===== config.mk =====
export PLATFORM = sky130hd
export DESIGN_NAME = mem_arbiter_flat
export DESIGN_NICKNAME = d
export VERILOG_FILES = /design/src/rtl/cpu_types_pkg.sv /design/src/rtl/mem_arbiter_if.sv /design/src/rtl/mem_arbiter.sv /design/src/flat_wrapper.sv
export SDC_FILE = /design/constraint.sdc
export NUM_CORES = 1
export LEC_CHECK = 0
export BUFFER_PORTS_ARGS = -buffer_cell sky130_fd_sc_hd__buf_2
export CORE_AREA = 5 5 102 104
export CTS_BUF_LIST = sky130_fd_sc_hd__clkbuf_4 sky130_fd_sc_hd__clkbuf_8
export DETAILED_ROUTE_END_ITERATION = 8
export DIE_AREA = 0 0 107 109
export HOLD_SLACK_MARGIN = 0.15
export PLACE_DENSITY_LB_ADDON = 0.08
export RECOVER_POWER = 100
export SLEW_MARGIN = 40
export SYNTH_ARGS = -nofsm -noshare
export SYNTH_HDL_FRONTEND = slang
export SYNTH_SLANG_ARGS = --single-unit
export TNS_END_PERCENT = 30

===== constraint.sdc =====
create_clock -name CLK -period 6.3 [get_ports CLK]
set_clock_uncertainty 0.2 [all_clocks]
set_input_delay 0.63 -clock CLK [delete_from_list [all_inputs] [get_ports CLK]]
set_output_delay 0.63 -clock CLK [all_outputs]
set_load 0.01 [all_outputs]

===== src/rtl/cpu_types_pkg.sv =====
// Shared CPU-side types: memory arbiter FSM states and grant-owner encoding.
package cpu_types_pkg;

  typedef enum logic [1:0] {
    IDLE  = 2'd0,
    GNT_I = 2'd1,
    GNT_D = 2'd2,
    ERROR = 2'd3
  } arb_state_t;

  typedef enum logic {
    GNT_SRC_I = 1'b0,
    GNT_SRC_D = 1'b1
  } gnt_src_t;

  localparam int ARB_CNT_W = 16;

endpackage


===== src/rtl/mem_arbiter_if.sv =====
// Datapath-side and RAM-side signal bundle of the memory arbiter.
interface mem_arbiter_if #(parameter int AW = 32);

  logic          iREN;
  logic [AW-1:0] iaddr;
  logic [AW-1:0] iload;
  logic          iwait;
  logic          dREN;
  logic          dWEN;
  logic [AW-1:0] daddr;
  logic [AW-1:0] dstore;
  logic [AW-1:0] dload;
  logic          dwait;
  logic          halt;
  logic          ramREN;
  logic          ramWEN;
  logic [AW-1:0] ramaddr;
  logic [AW-1:0] ramstore;
  logic [AW-1:0] ramload;
  logic          ram_ready;
  logic          err;

  // Environment side: datapath requests plus RAM responses.
  modport master (
    output iREN, iaddr, dREN, dWEN, daddr, dstore, halt, ramload, ram_ready,
    input  iload, iwait, dload, dwait, ramREN, ramWEN, ramaddr, ramstore, err
  );

  // Arbiter side.
  modport slave (
    input  iREN, iaddr, dREN, dWEN, daddr, dstore, halt, ramload, ram_ready,
    output iload, iwait, dload, dwait, ramREN, ramWEN, ramaddr, ramstore, err
  );

endinterface


===== src/rtl/mem_arbiter.sv =====
// Round-robin arbiter sharing one single-ported RAM between instruction fetch
// and data access, with a per-grant timeout that traps into a sticky error state.
module mem_arbiter
  import cpu_types_pkg::*;
#(
  parameter int TIMEOUT = 255,
  parameter int AW      = 32
) (
  input logic          CLK,
  input logic          nRST,
  mem_arbiter_if.slave bus
);

  localparam logic [ARB_CNT_W-1:0] TMO = ARB_CNT_W'(TIMEOUT);

  arb_state_t           state_q, state_d;
  gnt_src_t             last_gnt_q, last_gnt_d;
  logic [ARB_CNT_W-1:0] cnt_q, cnt_d;
  logic                 dwr_q, dwr_d;

  logic dreq_s;
  logic ireq_s;
  logic done_i_s;
  logic done_d_s;

  assign dreq_s   = bus.dREN | bus.dWEN;
  assign ireq_s   = bus.iREN & ~bus.halt;
  assign done_i_s = (state_q == GNT_I) & bus.ram_ready;
  assign done_d_s = (state_q == GNT_D) & bus.ram_ready;

  always_ff @(posedge CLK or negedge nRST) begin
    if (!nRST) begin
      state_q    <= IDLE;
      last_gnt_q <= GNT_SRC_I;
      cnt_q      <= '0;
      dwr_q      <= 1'b0;
    end else begin
      state_q    <= state_d;
      last_gnt_q <= last_gnt_d;
      cnt_q      <= cnt_d;
      dwr_q      <= dwr_d;
    end
  end

  always_comb begin
    state_d    = state_q;
    last_gnt_d = last_gnt_q;
    cnt_d      = cnt_q;
    dwr_d      = dwr_q;
    case (state_q)
      IDLE: begin
        // On a tie the side that did not win last time gets the RAM.
        if (dreq_s && (!ireq_s || (last_gnt_q == GNT_SRC_I))) begin
          state_d    = GNT_D;
          last_gnt_d = GNT_SRC_D;
          cnt_d      = '0;
          dwr_d      = bus.dWEN;
        end else if (ireq_s) begin
          state_d    = GNT_I;
          last_gnt_d = GNT_SRC_I;
          cnt_d      = '0;
          dwr_d      = 1'b0;
        end else begin
          state_d    = IDLE;
        end
      end
      GNT_I, GNT_D: begin
        if (bus.ram_ready) begin
          state_d = IDLE;
        end else if ((cnt_q + 16'd1) >= TMO) begin
          state_d = ERROR;
          cnt_d   = cnt_q + 16'd1;
        end else begin
          cnt_d   = cnt_q + 16'd1;
        end
      end
      ERROR: begin
        state_d = ERROR;
      end
      default: begin
        state_d = IDLE;
      end
    endcase
  end

  // RAM command follows the current owner; idle and error leave the bus quiet.
  always_comb begin
    bus.ramREN   = 1'b0;
    bus.ramWEN   = 1'b0;
    bus.ramaddr  = '0;
    bus.ramstore = '0;
    case (state_q)
      GNT_I: begin
        bus.ramREN  = 1'b1;
        bus.ramaddr = bus.iaddr;
      end
      GNT_D: begin
        bus.ramREN   = ~dwr_q;
        bus.ramWEN   = dwr_q;
        bus.ramaddr  = bus.daddr;
        bus.ramstore = bus.dstore;
      end
      default: begin
        bus.ramREN   = 1'b0;
      end
    endcase
  end

  // A completion whose request has already dropped is discarded.
  assign bus.iwait = bus.iREN & ~done_i_s;
  assign bus.dwait = dreq_s & ~done_d_s;
  assign bus.iload = (done_i_s & bus.iREN) ? bus.ramload : {AW{1'b0}};
  assign bus.dload = (done_d_s & dreq_s)   ? bus.ramload : {AW{1'b0}};
  assign bus.err   = (state_q == ERROR);

endmodule


===== src/flat_wrapper.sv =====
// flat-port wrapper written by rule: the top's interface ports become plain ports
module mem_arbiter_flat import cpu_types_pkg::*;
#(
  parameter int TIMEOUT = 255,
  parameter int AW      = 32
)
  (CLK, nRST, bus_iREN, bus_iaddr, bus_dREN, bus_dWEN, bus_daddr, bus_dstore, bus_halt, bus_ramload, bus_ram_ready, bus_iload, bus_iwait, bus_dload, bus_dwait, bus_ramREN, bus_ramWEN, bus_ramaddr, bus_ramstore, bus_err);
  mem_arbiter_if #(.AW(AW)) bus_i ();
  input logic CLK;
  input logic nRST;
  input wire logic [$bits(bus_i.iREN)-1:0] bus_iREN;
  input wire logic [$bits(bus_i.iaddr)-1:0] bus_iaddr;
  input wire logic [$bits(bus_i.dREN)-1:0] bus_dREN;
  input wire logic [$bits(bus_i.dWEN)-1:0] bus_dWEN;
  input wire logic [$bits(bus_i.daddr)-1:0] bus_daddr;
  input wire logic [$bits(bus_i.dstore)-1:0] bus_dstore;
  input wire logic [$bits(bus_i.halt)-1:0] bus_halt;
  input wire logic [$bits(bus_i.ramload)-1:0] bus_ramload;
  input wire logic [$bits(bus_i.ram_ready)-1:0] bus_ram_ready;
  output wire logic [$bits(bus_i.iload)-1:0] bus_iload;
  output wire logic [$bits(bus_i.iwait)-1:0] bus_iwait;
  output wire logic [$bits(bus_i.dload)-1:0] bus_dload;
  output wire logic [$bits(bus_i.dwait)-1:0] bus_dwait;
  output wire logic [$bits(bus_i.ramREN)-1:0] bus_ramREN;
  output wire logic [$bits(bus_i.ramWEN)-1:0] bus_ramWEN;
  output wire logic [$bits(bus_i.ramaddr)-1:0] bus_ramaddr;
  output wire logic [$bits(bus_i.ramstore)-1:0] bus_ramstore;
  output wire logic [$bits(bus_i.err)-1:0] bus_err;
  assign bus_i.iREN = bus_iREN;
  assign bus_i.iaddr = bus_iaddr;
  assign bus_i.dREN = bus_dREN;
  assign bus_i.dWEN = bus_dWEN;
  assign bus_i.daddr = bus_daddr;
  assign bus_i.dstore = bus_dstore;
  assign bus_i.halt = bus_halt;
  assign bus_i.ramload = bus_ramload;
  assign bus_i.ram_ready = bus_ram_ready;
  assign bus_iload = bus_i.iload;
  assign bus_iwait = bus_i.iwait;
  assign bus_dload = bus_i.dload;
  assign bus_dwait = bus_i.dwait;
  assign bus_ramREN = bus_i.ramREN;
  assign bus_ramWEN = bus_i.ramWEN;
  assign bus_ramaddr = bus_i.ramaddr;
  assign bus_ramstore = bus_i.ramstore;
  assign bus_err = bus_i.err;
  mem_arbiter #(.TIMEOUT(TIMEOUT), .AW(AW)) u_core (.CLK(CLK), .nRST(nRST), .bus(bus_i));
endmodule

==> out/metrics.yaml <==
worst_slew_pin_slew_ns: 1.97
postSynth.asyncResetShare_pct: 100
timing.hold.ws_ns: 0.324
timing.critical_path.from_type: "flop"
design.core.area_um2: 9460
routed_vias_inst: 4.86
met2_usage_pct: 32.5
post-synth-top-area-cell: "and2_1"
tritoncts: "yes"
failed_checks: "capacitance limit, slew limit"
grt.met3_usage_pct: 8.58
switching_share_pct: 52.2
unrepaired_setup_endpoints_after_global_routing: "no"
vdd_drop_max_uv: 147
outcome: "finished with violations"
finalWeightedCongestion: 0.938
slew_headroom_pct: -31.5
syn_inst: 345
synth_top_flop_cell: "dfrtp_1"
power_density_nw_per_um2: 289
timing.final.setup_violations: 0
fp.dieArea_um2: 11700
start_util_pct: 27.1
max-cap-violations: 1
final.fill_count: 1070
finalMaxSlewViolations: 69
crit_fanout: 68
clk_pin_slew_worst_paths_ns: 0.08
post_route_cells_drive_above_1_share_pct: 32.8
power.combinational.fraction_pct: 76.1
ys.warnings.count: 0
detail_route.iter0.violations: 262
hpwlAfterDp_mm: 10.7
drc_errors: 0
grt_pass1_vias: 3179
yosysSeqAreaShare_pct: 19.5
p_int_uw: 535
period_needed_ns: 4.42
grt_busiest_layer: "met2"
synth.most_common_cell: "and2_1"
synth_edf_count: 0
synth.ff_latch_count: 20
worstSetupEndpointType: "primary output"
grt.total_usage_pct: 19.5
drt_first_pass_iters: 4
pwr-share-clk_pct: 9.1
post-layout-total-power_uw: 1120
clock_tree.htree_level_count: 1
postCtsSetupBuffers: 0
crit_slowest_cell: "ha_1"
synth.area.top_cells: "and2_1, dfrtp_1, a22oi_1, nor2b_1, o21ai_0"
num-nets-final: 735
dieHeight_um: 109
antenna_found_initial: 9
timing.critical_path.required_ns: 5.47
site_row_count: 36
cts_sinks: 20
hp-class: "reg -> reg"
avgSynthCellArea_um2: 7.43
grt_overflow_total: 0
die_w_um: 107
yosysTopAreaCellShare_pct: 23.7
io_buffers: 267
first_pass_grt_wire_length_mm: 17.6
route.detailed.wl_per_inst_um: 18.1
min_period_over_period_pct: 70.1
cts_resized: 0
ctsRootBufferMaster: "clkbuf_8"
critical_path.cell_chain: "inv_1, ha_1, and3_1, and2_1, clkbuf_1"
detail_route.wirelength_mm: 12.8
ios: 268
synth_area_um2: 2560
synth_nets: 487
design_area_um2: 3880
final_util_pct: 41.0
net-switching-power_uw: 585
max_freq_mhz: 226
clk-insertion-delay-late_ns: 0.26
worst_ep_arrival_time_ns: 3.59
ant_nets: 0
postCtsHoldBufs: 1
grt_util_met1_pct: 24.1
route.vias.total: 3439
synthTopCellsByCount: "and2_1, nor2b_1, a22oi_1"
power.share.sequential_pct: 14.9
clk_path_buf_depth: 2
max_stage_delay_ns: 1.49
area_delta_synth_final_pct: 51.4
placed_area_um2: 3960
grt_start_max_net_pins: 69
cts_made_buffers: 3
power_leakage_uw: 0.00185
report.final.hold_viol_count: 0
setup_total_negative_slack_ns: 0
yosys.cell_types.count: 48
critical_path_class: "reg -> out"
critical path: cells and delay by family, from the launching register on:
family,cells,cell delay [ns]
buf+inv,2,0.27
simple gates,2,1.12
fa+ha+maj,1,1.49
flops,1,0.41
sequential cells by signal, summed over array words and instances, names as in the netlist:
| name | count |
|---|---|
| u_core.dwr_q | 1 |
| u_core.cnt_q | 16 |
| u_core.state_q | 2 |
| u_core.last_gnt_q | 1 |
power groups by stage:
stage | Clock [uW] | Sequential (uW) | Combinational [uW]
4_1_cts | 105 | 167 | 911
5_1_grt | 112 | 169 | 935
2_1_floorplan | 0 | 165 | 561
3_5_place_dp | 0 | 170 | 905
6_report | 102 | 167 | 852
3_3_place_gp | 0 | 168 | 888
stage by stage:
step	std cells	setup WS [ns]
2_1_floorplan	345	3.98
3_3_place_gp	701	3.04
3_5_place_dp	701	3.21
4_1_cts	706	2.92
5_1_grt	707	1.52
6_report	708	1.88
kinds of logic (layout without fill, tap and decap cells):
| kind of cell | after synthesis | count (layout) | synth area share (%) |
|---|---|---|---|
| DFF | 20 | 20 | 19.5 |
| other | 0 | 2 | 0 |
| xor gates and xnor gates | 4 | 4 | 1.37 |
| AOI/OAI and AO/OA | 85 | 85 | 22.6 |
| and+or+nand+nor | 194 | 194 | 47.1 |
| buffers and inverters | 33 | 280 | 5.18 |
| muxes | 2 | 2 | 0.830 |
| adders and majority gates | 7 | 7 | 3.42 |
layer usage:
metal  share of wire (%)  up-vias
li1                    -     1674
met1                  40     1580
met2                  47      145
met3                  11       24
met4                0.94       16
met5                0.92        -
placed cells by master (no fill, tap or decap), drive strengths merged, types with 3 or more instances in the layout:
cell type	netlist	layout
buf	3	180
and2	97	97
clkbuf	23	92
nor2b	36	36
a22oi	32	32
o21ai	22	22
nand2	21	21
dfrtp	20	20
nor2	10	10
nand3	9	9
a21oi	8	8
inv	7	7
o31ai	7	7
ha	7	7
and3	5	5
nor3	4	4
o21a	3	3
nand2b	3	3
xnor2	3	3
nor4	3	3
worst paths after layout:
check | start | to | slack [ns] | depth (start not counted)
setup / recovery | u_core.state_q[0]$_DFFE_PN0P_ | bus_dload[9] | 1.88 | 5
hold / removal | u_core.last_gnt_q$_DFFE_PN0P_ | u_core.last_gnt_q$_DFFE_PN0P_ | 0.32 | 1
setup reg to reg | u_core.state_q[0]$_DFFE_PN0P_ | u_core.state_q[0]$_DFFE_PN0P_ | 3.12 | 6
hold reg to reg | u_core.last_gnt_q$_DFFE_PN0P_ | u_core.last_gnt_q$_DFFE_PN0P_ | 0.32 | 1
max in group asynchronous | nRST | u_core.last_gnt_q$_DFFE_PN0P_ | 4.30 | 2
min in group asynchronous | nRST | u_core.cnt_q[7]$_DFFE_PN0P_ | 0.92 | 2
area by class of cell:
| type | instances | area [um2] | share of cell area (%) |
|---|---|---|---|
| antenna | 2 | 5.00 | 0.129 |
| inverter | 7 | 26.3 | 0.677 |
| tap | 114 | 143 | 3.68 |
| sequential | 20 | 500 | 12.9 |
| clock buffer | 4 | 55.1 | 1.42 |
| multi-input combinational | 292 | 1910 | 49.2 |
| timing repair buffer | 269 | 1240 | 32.0 |
(Power assumes the default switching activity.)
